--- src/rtl/uart_rx_apb_if.sv ---
// APB3 register block for the UART receiver: arms the receiver, captures frames,
// checks parity/stop bits and reports data, status and a level interrupt.
module uart_rx_apb_if #(
  parameter int unsigned ADDR_W      = 4,
  parameter int unsigned DATA_W      = 32,
  parameter logic        PAR_ODD_RST = 1'b0
) (
  input  logic              clk,
  input  logic              rst,
  input  logic              pSel,
  input  logic              pEnable,
  input  logic              pWrite,
  input  logic [ADDR_W-1:0] pAddr,
  input  logic [DATA_W-1:0] pWData,
  output logic [DATA_W-1:0] pRData,
  output logic              pReady,
  output logic              pSlvErr,
  input  logic [10:0]       rxData,
  input  logic              store,
  input  logic              clrRxStartBit,
  output logic              rxStart,
  output logic              irq
);

  localparam logic [ADDR_W-1:0] ADDR_CTRL   = ADDR_W'(4'h0);
  localparam logic [ADDR_W-1:0] ADDR_DATA   = ADDR_W'(4'h4);
  localparam logic [ADDR_W-1:0] ADDR_STATUS = ADDR_W'(4'h8);

  // Register state
  logic              rx_start_q, rx_start_d;
  logic              par_odd_q, par_odd_d;
  logic              int_en_q, int_en_d;
  logic [7:0]        data_q, data_d;
  logic              rx_valid_q, rx_valid_d;
  logic              par_err_q, par_err_d;
  logic              frame_err_q, frame_err_d;
  logic              overrun_q, overrun_d;
  logic              store_q, store_d;
  logic              irq_q, irq_d;
  logic [DATA_W-1:0] prdata_q, prdata_d;
  logic              pslverr_q, pslverr_d;

  // Bus decode and frame-capture qualifiers
  logic              setup_c, access_c;
  logic              sel_ctrl_c, sel_data_c, sel_status_c;
  logic              bus_err_c, acc_ok_c;
  logic              wr_ctrl_c, wr_status_c, pop_c;
  logic              capture_c, par_bad_c, frame_bad_c;
  logic [DATA_W-1:0] rdata_c;
  logic              unused_c;

  assign setup_c      = pSel & ~pEnable;
  assign access_c     = pSel & pEnable;
  assign sel_ctrl_c   = (pAddr == ADDR_CTRL);
  assign sel_data_c   = (pAddr == ADDR_DATA);
  assign sel_status_c = (pAddr == ADDR_STATUS);

  // Misaligned, unmapped and DATA-write accesses are refused with no side effect
  assign bus_err_c = (pAddr[1:0] != 2'b00)
                   | ~(sel_ctrl_c | sel_data_c | sel_status_c)
                   | (pWrite & sel_data_c);
  assign acc_ok_c    = access_c & ~bus_err_c;
  assign wr_ctrl_c   = acc_ok_c & pWrite & sel_ctrl_c;
  assign wr_status_c = acc_ok_c & pWrite & sel_status_c;
  assign pop_c       = acc_ok_c & ~pWrite & sel_data_c;

  // One capture per frame on the rising edge of the store level
  assign capture_c   = store & ~store_q;
  assign par_bad_c   = (^rxData[9:1]) != par_odd_q;
  assign frame_bad_c = ~rxData[10] | rxData[0];

  assign unused_c = ^pWData[DATA_W-1:4];

  // Read mux for the addressed register; unused bits read 0
  always_comb begin
    rdata_c = '0;
    if (sel_ctrl_c) begin
      rdata_c = DATA_W'({int_en_q, par_odd_q, rx_start_q});
    end else if (sel_data_c) begin
      rdata_c = DATA_W'(data_q);
    end else if (sel_status_c) begin
      rdata_c = DATA_W'({overrun_q, frame_err_q, par_err_q, rx_valid_q});
    end
  end

  // Next-state logic; APB write beats rxStart clear, error set beats W1C
  always_comb begin
    rx_start_d  = rx_start_q;
    par_odd_d   = par_odd_q;
    int_en_d    = int_en_q;
    data_d      = data_q;
    rx_valid_d  = rx_valid_q;
    par_err_d   = par_err_q;
    frame_err_d = frame_err_q;
    overrun_d   = overrun_q;
    store_d     = store;
    prdata_d    = prdata_q;
    pslverr_d   = 1'b0;
    irq_d       = int_en_q & (rx_valid_q | par_err_q | frame_err_q | overrun_q);

    if (setup_c) begin
      prdata_d  = bus_err_c ? '0 : rdata_c;
      pslverr_d = bus_err_c;
    end

    if (wr_ctrl_c) begin
      rx_start_d = pWData[0];
      par_odd_d  = pWData[1];
      int_en_d   = pWData[2];
    end else if (clrRxStartBit) begin
      rx_start_d = 1'b0;
    end

    if (wr_status_c) begin
      if (pWData[1]) par_err_d   = 1'b0;
      if (pWData[2]) frame_err_d = 1'b0;
      if (pWData[3]) overrun_d   = 1'b0;
    end

    if (pop_c) begin
      rx_valid_d = 1'b0;
    end

    if (capture_c) begin
      data_d     = rxData[8:1];
      rx_valid_d = 1'b1;
      if (rx_valid_q && !pop_c) overrun_d   = 1'b1;
      if (par_bad_c)            par_err_d   = 1'b1;
      if (frame_bad_c)          frame_err_d = 1'b1;
    end
  end

  // State registers with asynchronous reset
  always_ff @(posedge clk or posedge rst) begin
    if (rst) begin
      rx_start_q  <= 1'b0;
      par_odd_q   <= PAR_ODD_RST;
      int_en_q    <= 1'b0;
      data_q      <= '0;
      rx_valid_q  <= 1'b0;
      par_err_q   <= 1'b0;
      frame_err_q <= 1'b0;
      overrun_q   <= 1'b0;
      store_q     <= 1'b0;
      irq_q       <= 1'b0;
      prdata_q    <= '0;
      pslverr_q   <= 1'b0;
    end else begin
      rx_start_q  <= rx_start_d;
      par_odd_q   <= par_odd_d;
      int_en_q    <= int_en_d;
      data_q      <= data_d;
      rx_valid_q  <= rx_valid_d;
      par_err_q   <= par_err_d;
      frame_err_q <= frame_err_d;
      overrun_q   <= overrun_d;
      store_q     <= store_d;
      irq_q       <= irq_d;
      prdata_q    <= prdata_d;
      pslverr_q   <= pslverr_d;
    end
  end

  assign pRData  = prdata_q;
  assign pSlvErr = pslverr_q;
  assign pReady  = 1'b1;
  assign rxStart = rx_start_q;
  assign irq     = irq_q;

endmodule

--- config.mk ---
export PLATFORM = sky130hd
export DESIGN_NAME = uart_rx_apb_if
export DESIGN_NICKNAME = d
export VERILOG_FILES = /design/src/rtl/uart_rx_apb_if.sv
export SDC_FILE = /design/constraint.sdc
export NUM_CORES = 1
export LEC_CHECK = 0
export BUFFER_PORTS_ARGS = -buffer_cell sky130_fd_sc_hd__buf_2
export CAP_MARGIN = 0
export CORE_MARGIN = 2
export CORE_UTILIZATION = 30
export CTS_CLUSTER_DIAMETER = 40
export DETAILED_ROUTE_END_ITERATION = 8
export GPL_TIMING_DRIVEN = 0
export HOLD_SLACK_MARGIN = 0.02
export PLACE_DENSITY = 0.65
export SLEW_MARGIN = 30
export SYNTH_ARGS = -nofsm -noshare
export SYNTH_HDL_FRONTEND = slang
export SYNTH_SLANG_ARGS = --single-unit
--- constraint.sdc ---
create_clock -name clk -period 2.29 [get_ports clk]
set_input_delay 0.458 -clock clk [delete_from_list [all_inputs] [get_ports clk]]
set_output_delay 0.458 -clock clk [all_outputs]
set_load 0.1 [all_outputs]
* Yosys cells after proc, flatten, opt, wreduce, memory -nomap -nowiden
Cells that the tools add are included.
** Operators by class
- Eq/ne operators :: 3
- Multiplexer cells :: 21
- Bitwise operators :: 25
- Reduce and logical (&&, ||, !) cells :: 7
** Operators with widths (count)
- 32-bit two-way mux :: 1
- 1-bit two-way mux :: 17
- 8-bit two-way mux :: 2
- 1-bit AND :: 11
- 9-bit XOR reduction :: 1
- 1-bit OR :: 8
- 1-bit NOT :: 6
- 2-bit nonzero test :: 3
- 4-bit by 3-bit equality test with 1-bit output (second input constant) :: 1
- 4-bit equality test (second input constant) :: 1
- 4-bit logical NOT :: 1
- 4-bit two-way mux :: 1
- 1-bit logical AND :: 1
- 1-bit logical NOT :: 1
- 1-bit != test :: 1
** Word-level totals
- Flip-flop bits (word level) :: 50
- Output and inout bits :: 36

* Longest topological paths before layout
Gate-level depths: netlist of the first run.
- Depth after elaboration :: 14
- Mapped depth :: 5

* Worst setup path after synthesis of the first run
Ideal clock, no wire load.
- Kind :: register to register
- From :: register rx_start_q (netlist: rxStart)
- To :: register prdata_q[0] (netlist: pRData[0])
- Setup time :: 0.095 ns
- Arrival :: 1.494 ns
- Path slack :: 0.700 ns
- Stages on the path, launching flop included :: 5
- Path buffers :: 0
- Path through :: dfrtp_1 nor2_1 a221oi_1 a21oi_1 o31ai_1
** Between the ends
- Longest elaborated chain between the ends :: 2
** RTL lines
- start: declaration :: line 30 : logic rx_start_q, rx_start_d;
- start signal: assignment :: line 149 : rx_start_q <= rx_start_d;
- 8-bit two-way mux :: line 77 : if (sel_ctrl_c) begin
- 32-bit two-way mux :: line 102 : prdata_d = bus_err_c ? '0 : rdata_c;
- end signal: assignment :: line 159 : prdata_q <= prdata_d;
- end: declaration :: line 40 : logic [DATA_W-1:0] prdata_q, prdata_d;
Every way passes these cells.
A chain may end at the register's enable or synchronous reset.

* Worst setup path in the final report of the first run
- From :: register rx_start_q (netlist: rxStart)
- To :: output rxStart
** RTL lines
- end: declaration :: line 21 : output logic rxStart,
No word-level cell between the ends.

==> results of run 1 <==
[synth_stat cells]
cell type / instances
dfrtp_1: 26
xor2_1: 2
nand2b_1: 3
buf_4: 25
a21oi_1: 4
o31ai_1: 4
nor2b_1: 3
o21ai_0: 9
nand3b_1: 1
and3b_1: 1
buf_2: 1
conb_1: 2
and3_1: 2
nand2_1: 35
o2bb2ai_1: 1
mux2_2: 2
a221oi_1: 3
o41a_1: 1
nand3_1: 1
clkbuf_1: 3
a22oi_1: 1
nor2_1: 5
xnor2_1: 5
inv_1: 6
a31o_2: 1
a22o_2: 1
a22o_1: 1
xnor3_1: 1
[metal layers]
| layer | vias to the layer above | GRT usage [%] |
|---|---|---|
| met2 | 37 | 18.9 |
| met5 | - | 0 |
| met4 | 0 | 7.55 |
| met1 | 491 | 13.8 |
| li1 | 567 | - |
| met3 | 5 | 1.94 |
[cells by family (layout without fill, tap and decap cells)]
logic type	Yosys count	in the layout	synth area share, %
simple gates	51	51	15.9
buf+inv	35	74	16.3
compound gates	26	26	12.7
flops	26	26	46.8
xor+xnor	8	8	6.04
other cells	2	25	0.541
mux	2	2	1.62
[power groups by stage]
stage,logic (uW),registers [uW],clock network [uW]
4_1_cts,427,511,307
3_5_place_dp,426,520,0
5_1_grt,449,514,323
6_report,426,511,299
2_1_floorplan,308,576,0
3_3_place_gp,422,519,0
[flip-flops by register name, summed over array words and instances (netlist names)]
| signal | count |
|---|---|
| pSlvErr | 1 |
| pRData | 8 |
| irq | 1 |
| store_q | 1 |
| rxStart | 1 |
| par_odd_q | 1 |
| overrun_q | 1 |
| data_q | 8 |
| frame_err_q | 1 |
| par_err_q | 1 |
| int_en_q | 1 |
| rx_valid_q | 1 |
[per-stage QoR]
step / power (uW) / hold WS (ps) / cells
floorplan: 884 / 446 / 173
global placement: 941 / 461 / 260
detailed placement: 946 / 470 / 260
CTS: 1240 / 308 / 264
global route: 1290 / 254 / 264
finish: 1240 / 214 / 264
[how the worst max path moves through the flow]
stage                end  slack, ps  depth (start not counted)
2_1_floorplan  pRData[0]        700                          4
3_3_place_gp   par_odd_q        640                          4
3_5_place_dp   par_err_q        620                          5
4_1_cts          rxStart        750                          1
5_1_grt          rxStart        720                          1
6_report         rxStart        750                          1
[final cells by class]
cell class	instances	area, sq um
plain buffers	29	204
clock buffers	4	55.1
fillers	455	2640
inverters	6	22.5
multi-input cells	112	598
flip-flops and latches	26	651
well taps	52	65.1
repair buffers	35	175
[cells in the final DEF, fill, tap and decap left out, types with 3 or more instances in the layout]
cell	count
a21oi_1	4
a221oi_1	3
buf_2	36
buf_4	25
clkbuf_1	3
clkbuf_8	4
conb_1	25
dfrtp_1	26
inv_1	5
nand2_1	35
nand2b_1	3
nor2_1	5
nor2b_1	3
o21ai_0	9
o31ai_1	4
xnor2_1	5
==> results.txt, run 1 <==
----------------------------------------------------
[Run status]
  Outcome ... finished, final reports clean

[Clock network]
  Source-to-sink clock delay at the later pin of the worst-skew pair ... about 270 ps
  Number of H-tree levels ... 1
  Number of post-CTS setup repair buffers ... 0
  Maximum buffer depth of the clock tree ... 2
  Clock buffers created by TritonCTS ... 3
  Clock tree root buffer cell ... clkbuf_8
  Number of hold buffers added after CTS ... 0
  Clock-pin slew on the worst setup and hold paths ... roughly 90 ps
  Clock tree from TritonCTS ... built
  Resized Gates After CTS ... 0
  TritonCTS sink count ... 26

[GRT]
  Total GRT Usage ... a little under an eighth
  Largest net degree at the start of global routing ... 27
  Aggregate global routing overflow ... 0
  Wire length of the first global-routing pass ... 4570 um
  Antenna violations before repair ... 0
  Number of global-route vias before repair ... 1032

[Cells and area]
  Number of antenna cells inserted ... 0
  Layout net count ... roughly 270
  Final core utilization ... 40.1%
  Final standard cell area without fillers ... about 0.0018 sq mm
  Area added between synthesis and finish ... 27.5%
  Layout cell share with drive strength beyond 1 ... 33.0%

[Floorplanning]
  IO Pins ... 90
  Die Y ... about 72 um
  Area inside the core boundary ... between 0.004 and 0.005 sq mm
  Die extent in x ... ~70 um
  Starting density of the core ... a little under a third
  Die Area ... 0.00519 sq mm
  Placement row count ... 24

[Timing]
  Ratio of final minimum period to clock period ... between 60% and 70%
  Number of hold violations in the final report ... 0
  Highest achievable clock rate ... about 650 MHz
  Setup-failing EPs final ... 0
  Worst Skew ... 1.60 ps
  Setup repair after global routing missed its margin ... no
  Setup slack after layout ... between 700 and 800 ps
  Measured slew at the worst slew-check pin ... approximately 530 ps
  Total negative slack for setup checks ... 0 ps
  Headroom to the max-slew limit ... between 60 and 70%
  Clock period minus final worst setup slack ... around 1500 ps
  Max Slew Vio Count ... 0

[Pwr]
  Switching power of the nets ... between 400 and 500 uW
  Power per cell area ... roughly 700 mW/mm^2
  Switching Share ... approximately 40%
  Static leakage ... roughly 0.00096 uW
  Peak VDD IR ... 0.000289 V
  Internal power ... 750 uW
  Clk pwr share ... roughly a quarter
  Flop pwr share ... slightly above 40%
  Logic pwr share ... about a third

[Detailed routing]
  DRT antenna net count ... 0
  Vias after detailed routing ... between 1000 and 1500
  Count of TritonRoute iterations in the first routing pass ... 4
  Number of design rule violations left after detail routing ... 0
  Final routed wire length divided by cell count ... ~10 um
  Routed wire length on met3 ... 188 um
  Wire length reported by the detailed router ... 2770 um
  Sum of met2 wire segment lengths after detailed routing ... between 1000 and 1500 um
  Number of DRC markers in iteration 0 ... 33
  DR top layer ... met4
  Routed met1 length ... roughly 1200 um
  Drt via density ... 4.17

[Setup path]
  Worst Setup End Kind ... output pin
  Delay contributed by the slowest stage of the critical path ... 430 ps
  Worst reg2reg startpoint ... par_odd_q
  Cell with the largest stage delay on the worst path ... buf_2
  Cell-by-cell listing of the critical path ... buf_2
  Register-to-Register Path Depth ... 4
  Worst flop-to-flop path endpoint ... par_err_q
  Max FO, Critical Path ... 3
  Dominant delay contributor by cell family on the critical path ... buffers and inverters
  Arrival @ worst endpoint ... approximately 1100 ps
  Worst path bufs/invs ... 1
  Element type at the critical path start ... flip-flop
  Critical path origin ... rxStart
  Category of the critical setup timing path ... reg2out
  Required time worst endpoint ... about 1800 ps
  Reg-to-reg slack, setup ... roughly 760 ps

[Logic synthesis]
  Post-Synthesis Cells ... 150
  Sequential-to-total area share from yosys stat ... between 40% and 50%
  Distinct cell type count of the synthesized netlist ... 28
  Per-instance average area after synthesis ... 9.26 sq um
  Cells taking the most area after synthesis ... dfrtp_1 47%, buf_4 14%, nand2_1 9.5%
  Cell area after technology mapping ... between 0.001 and 0.0015 sq mm
  Register bit total from synthesis ... 26
  Library cell with the largest summed area after synthesis ... dfrtp_1
  Fraction of synthesized cell area taken by the top area cell type ... 46.8%
  YS warnings ... 0

[Hold path]
  Classification of the worst-slack hold path ... in2async

[Place]
  Placed Area ... ~0.0017 sq mm
  Routability congestion estimate ... about 0.79
  HPWL Detailed ... 2240 um
  Worst setup timing slack at the placement stage ... around 620 ps
  Count of buffers inserted at the top-level ports ... 35

[Flow run]
  Maximum capacitance violations ... 0

----------------------------------------------------
(Power assumes the default switching activity.)
==> run 2, diff against run 1 <==
PLACE_DENSITY = 0.68   (was 0.65)
clock period = 1.3 ns   (was 2.29 ns; I/O delays follow)
==> run 2 against run 1 <==
The run now ends with negative setup slack left. Non-clock buffer count up 1. Cell count up 0.38%. Utilization rose by 1.0 points. Register-to-register slack worse by 780 ps. Clock skew is 1.2 ps higher. Via count fell by 0.73%. Global-route usage grew 0.39 points. Combinational power rose by 81%. Critical path depth rose by 3. Sequential power up 76%. Clock-buffer cell count is the same. First-iteration DRC count up 33%.
==> results.txt, run 2 (synthesis results as in run 1) <==
----------------------------------------------------
[Timing]
  Number of hold violations in the final report ... 0 (unchanged)
  Headroom to the max-slew limit ... 62.7% (-1.9 points)
  Setup-failing EPs final ... 1 (+1)
  Setup repair after global routing missed its margin ... yes
  Ratio of final minimum period to clock period ... 102%
  Highest achievable clock rate ... around 760 MHz
  Max Slew Vio Count ... 0 (unchanged)
  Measured slew at the worst slew-check pin ... 559 ps (+28.8 ps)
  Clock period minus final worst setup slack ... between 1000 and 1500 ps
  Setup slack after layout ... -23.0 ps (-775 ps)
  Worst Skew ... 2.76 ps (+1.16 ps)

[Clock network]
  Clock buffers created by TritonCTS ... 3 (unchanged)
  Maximum buffer depth of the clock tree ... 2 (unchanged)
  Number of H-tree levels ... 1 (unchanged)
  Source-to-sink clock delay at the later pin of the worst-skew pair ... 270 ps (about the same)
  Clock-pin slew on the worst setup and hold paths ... 90 ps (about the same)
  Clock tree from TritonCTS ... built
  TritonCTS sink count ... 26 (unchanged)
  Clock tree root buffer cell ... clkbuf_8

[Setup path]
  Dominant delay contributor by cell family on the critical path ... XOR/XNOR gates
  Worst reg2reg startpoint ... par_odd_q
  Register-to-Register Path Depth ... 4 (unchanged)
  Reg-to-reg slack, setup ... -20 ps (-780 ps)
  Worst Setup End Kind ... flip-flop
  Cell-by-cell listing of the critical path ... xor2_1 -> xnor3_1 -> xnor2_1 -> a22o_2
  Required time worst endpoint ... 1470 ps (-360 ps)
  Critical path origin ... par_odd_q
  Delay contributed by the slowest stage of the critical path ... 410 ps (-20 ps)
  Element type at the critical path start ... flip-flop
  Worst path bufs/invs ... 0 (-1)
  Cell with the largest stage delay on the worst path ... dfrtp_1
  Category of the critical setup timing path ... reg2reg
  Arrival @ worst endpoint ... 1490 ps (+410 ps)
  Worst flop-to-flop path endpoint ... par_err_q
  Max FO, Critical Path ... 2 (-1)

[Run status]
  Violated checks ... negative setup slack
  Outcome ... finished, violations left

[Cells and area]
  Layout net count ... 268 (+0.37%)
  Number of antenna cells inserted ... 0 (unchanged)
  Final standard cell area without fillers ... 0.00182 sq mm (+2.5%)
  Final core utilization ... 41.1% (+1.0 points)
  Fillcell total ... 468 (+2.9%)
  Area added between synthesis and finish ... 30.7%
  Multi-input logic area ... 607 sq um (+1.5%)
  Commonest non-fill, non-tap cells in the layout ... 35 x nand2_1, 35 x buf_4, 25 x buf_2, 25 x conb_1, 25 x dfrtp_1
  Sequential Area ... 652 sq um (+0.19%)
  Layout cell share with drive strength beyond 1 ... 34.7% (+1.7 points)

[Pwr]
  Clk pwr share ... 24.0% (-0.2 points)
  Switching Share ... 39.4% (+0.057 points)
  Power per cell area ... 1210 mW/mm^2 (+73%)
  Logic pwr share ... 35.1% (+0.6 points)
  Power, Total ... 2200 uW (+78%)
  Peak VDD IR ... 0.000430 V (+49%)
  Switching power of the nets ... 865 uW (+78%)
  Internal power ... 1330 uW (+78%)
  Static leakage ... 0.000968 uW (+0.44%)
  Flop pwr share ... 40.9% (-0.4 points)

[Hold path]
  Classification of the worst-slack hold path ... in2async

[GRT]
  Number of global-route vias before repair ... 987 (-4.4%)
  Aggregate global routing overflow ... 0 (unchanged)
  Antenna violations before repair ... 0 (unchanged)
  Wire length of the first global-routing pass ... 4710 um (+2.9%)
  Total GRT Usage ... 11.9% (+0.39 points)
  Largest net degree at the start of global routing ... 27 (unchanged)

[Detailed routing]
  Vias after detailed routing ... 1092 (-0.73%)
  Wire length reported by the detailed router ... 2960 um (+7.0%)
  Number of DRC markers in iteration 0 ... 44 (+33%)
  Number of design rule violations left after detail routing ... 0 (unchanged)
  DRT antenna net count ... 0 (unchanged)
  Final routed wire length divided by cell count ... 11.2 um (+6.6%)
  Count of TritonRoute iterations in the first routing pass ... 4 (unchanged)
  Drt via density ... 4.12 (-1.1%)

[Floorplanning]
  IO Pins ... 90 (unchanged)
  Area inside the core boundary ... 0.00441 sq mm (unchanged)
  Die Y ... 72.0 um (unchanged)
  Placement row count ... 24 (unchanged)
  Starting density of the core ... 31.5% (unchanged)
  Die extent in x ... 72.0 um (unchanged)
  Die Area ... 0.00519 sq mm (unchanged)

[Place]
  Count of buffers inserted at the top-level ports ... 35 (unchanged)
  HPWL Detailed ... 2290 um (+2.6%)
  Placed Area ... 0.00172 sq mm (about the same)
  Routability congestion estimate ... 0.758 (-4.2%)

[Flow run]
  Maximum capacitance violations ... 0 (unchanged)

----------------------------------------------------
## run 2: changes by cell type in the layout (fill, tap and decap cells not counted)
cell	previous run	this run
buf_2	36	25
buf_4	25	35
clkbuf_4	0	2
a221oi_1	3	2
a221oi_2	0	1
buf_1	0	1
clkbuf_1	3	2
dfrtp_1	26	25
dfrtp_2	0	1
nor2_1	5	4
nor2_2	0	1
## run 2: final cells by class
type / count / area share, %
Buffer: 29 / 11.2
Sequential cell: 26 / 35.9
Multi-Input combinational cell: 112 / 33.4
Tap cell: 52 / 3.58
Clock buffer: 4 / 3.03
Timing Repair Buffer: 36 / 11.6
Inverter: 6 / 1.24
## run 2: per-layer routing
layer  share of wire (%)  track usage [%]  up-vias
li1                    -                -      570
met1                  43             15.2      487
met2                  50             19.1       33
met3                 6.1             4.17        2
met4                0.71             3.14        0
met5                   0                0        -
## run 2: power by group through the flow
stage / registers, uW / logic (uW) / clock network, uW
2_1_floorplan: 1020 / 539 / 0
3_3_place_gp: 914 / 739 / 0
3_5_place_dp: 916 / 748 / 0
4_1_cts: 899 / 761 / 539
5_1_grt: 904 / 808 / 580
6_report: 898 / 770 / 528
## run 2: worst max path at each step
stage                     end  slack [ps]  depth (start not counted)
global placement    par_err_q        -200                          5
finish              par_err_q         -20                          4
floorplan           pRData[0]         -20                          4
CTS                 par_err_q         -40                          4
global route        par_err_q         -70                          4
detailed placement  par_err_q        -200                          5
## run 2: per-stage QoR
stage / setup WS [ps] / std cells / TNS, ps / hold slack [ps]
after floorplan: -23.8 / 173 / -23.8 / 291
after global placement: -201 / 260 / -1020 / 396
after detailed placement: -204 / 260 / -1520 / 403
after CTS: -35.5 / 265 / -35.5 / 113
after global routing: -73.9 / 265 / -349 / 63.1
final: -23.0 / 265 / -23.0 / 27.6
## run 2: worst register-to-register path: stages (launching register included)
cell and delay, ps:
dfrtp_1 410, xor2_1 180, xnor3_1 260, xnor2_1 140
a22o_2 240
## run 2: timing repair
action	CTS	global route
gates cloned	0	0
gates resized for setup	9	5
pin swaps	1	3
hold buffers	0	0
buffers inserted	1	0
setup endpoints to repair	10	13
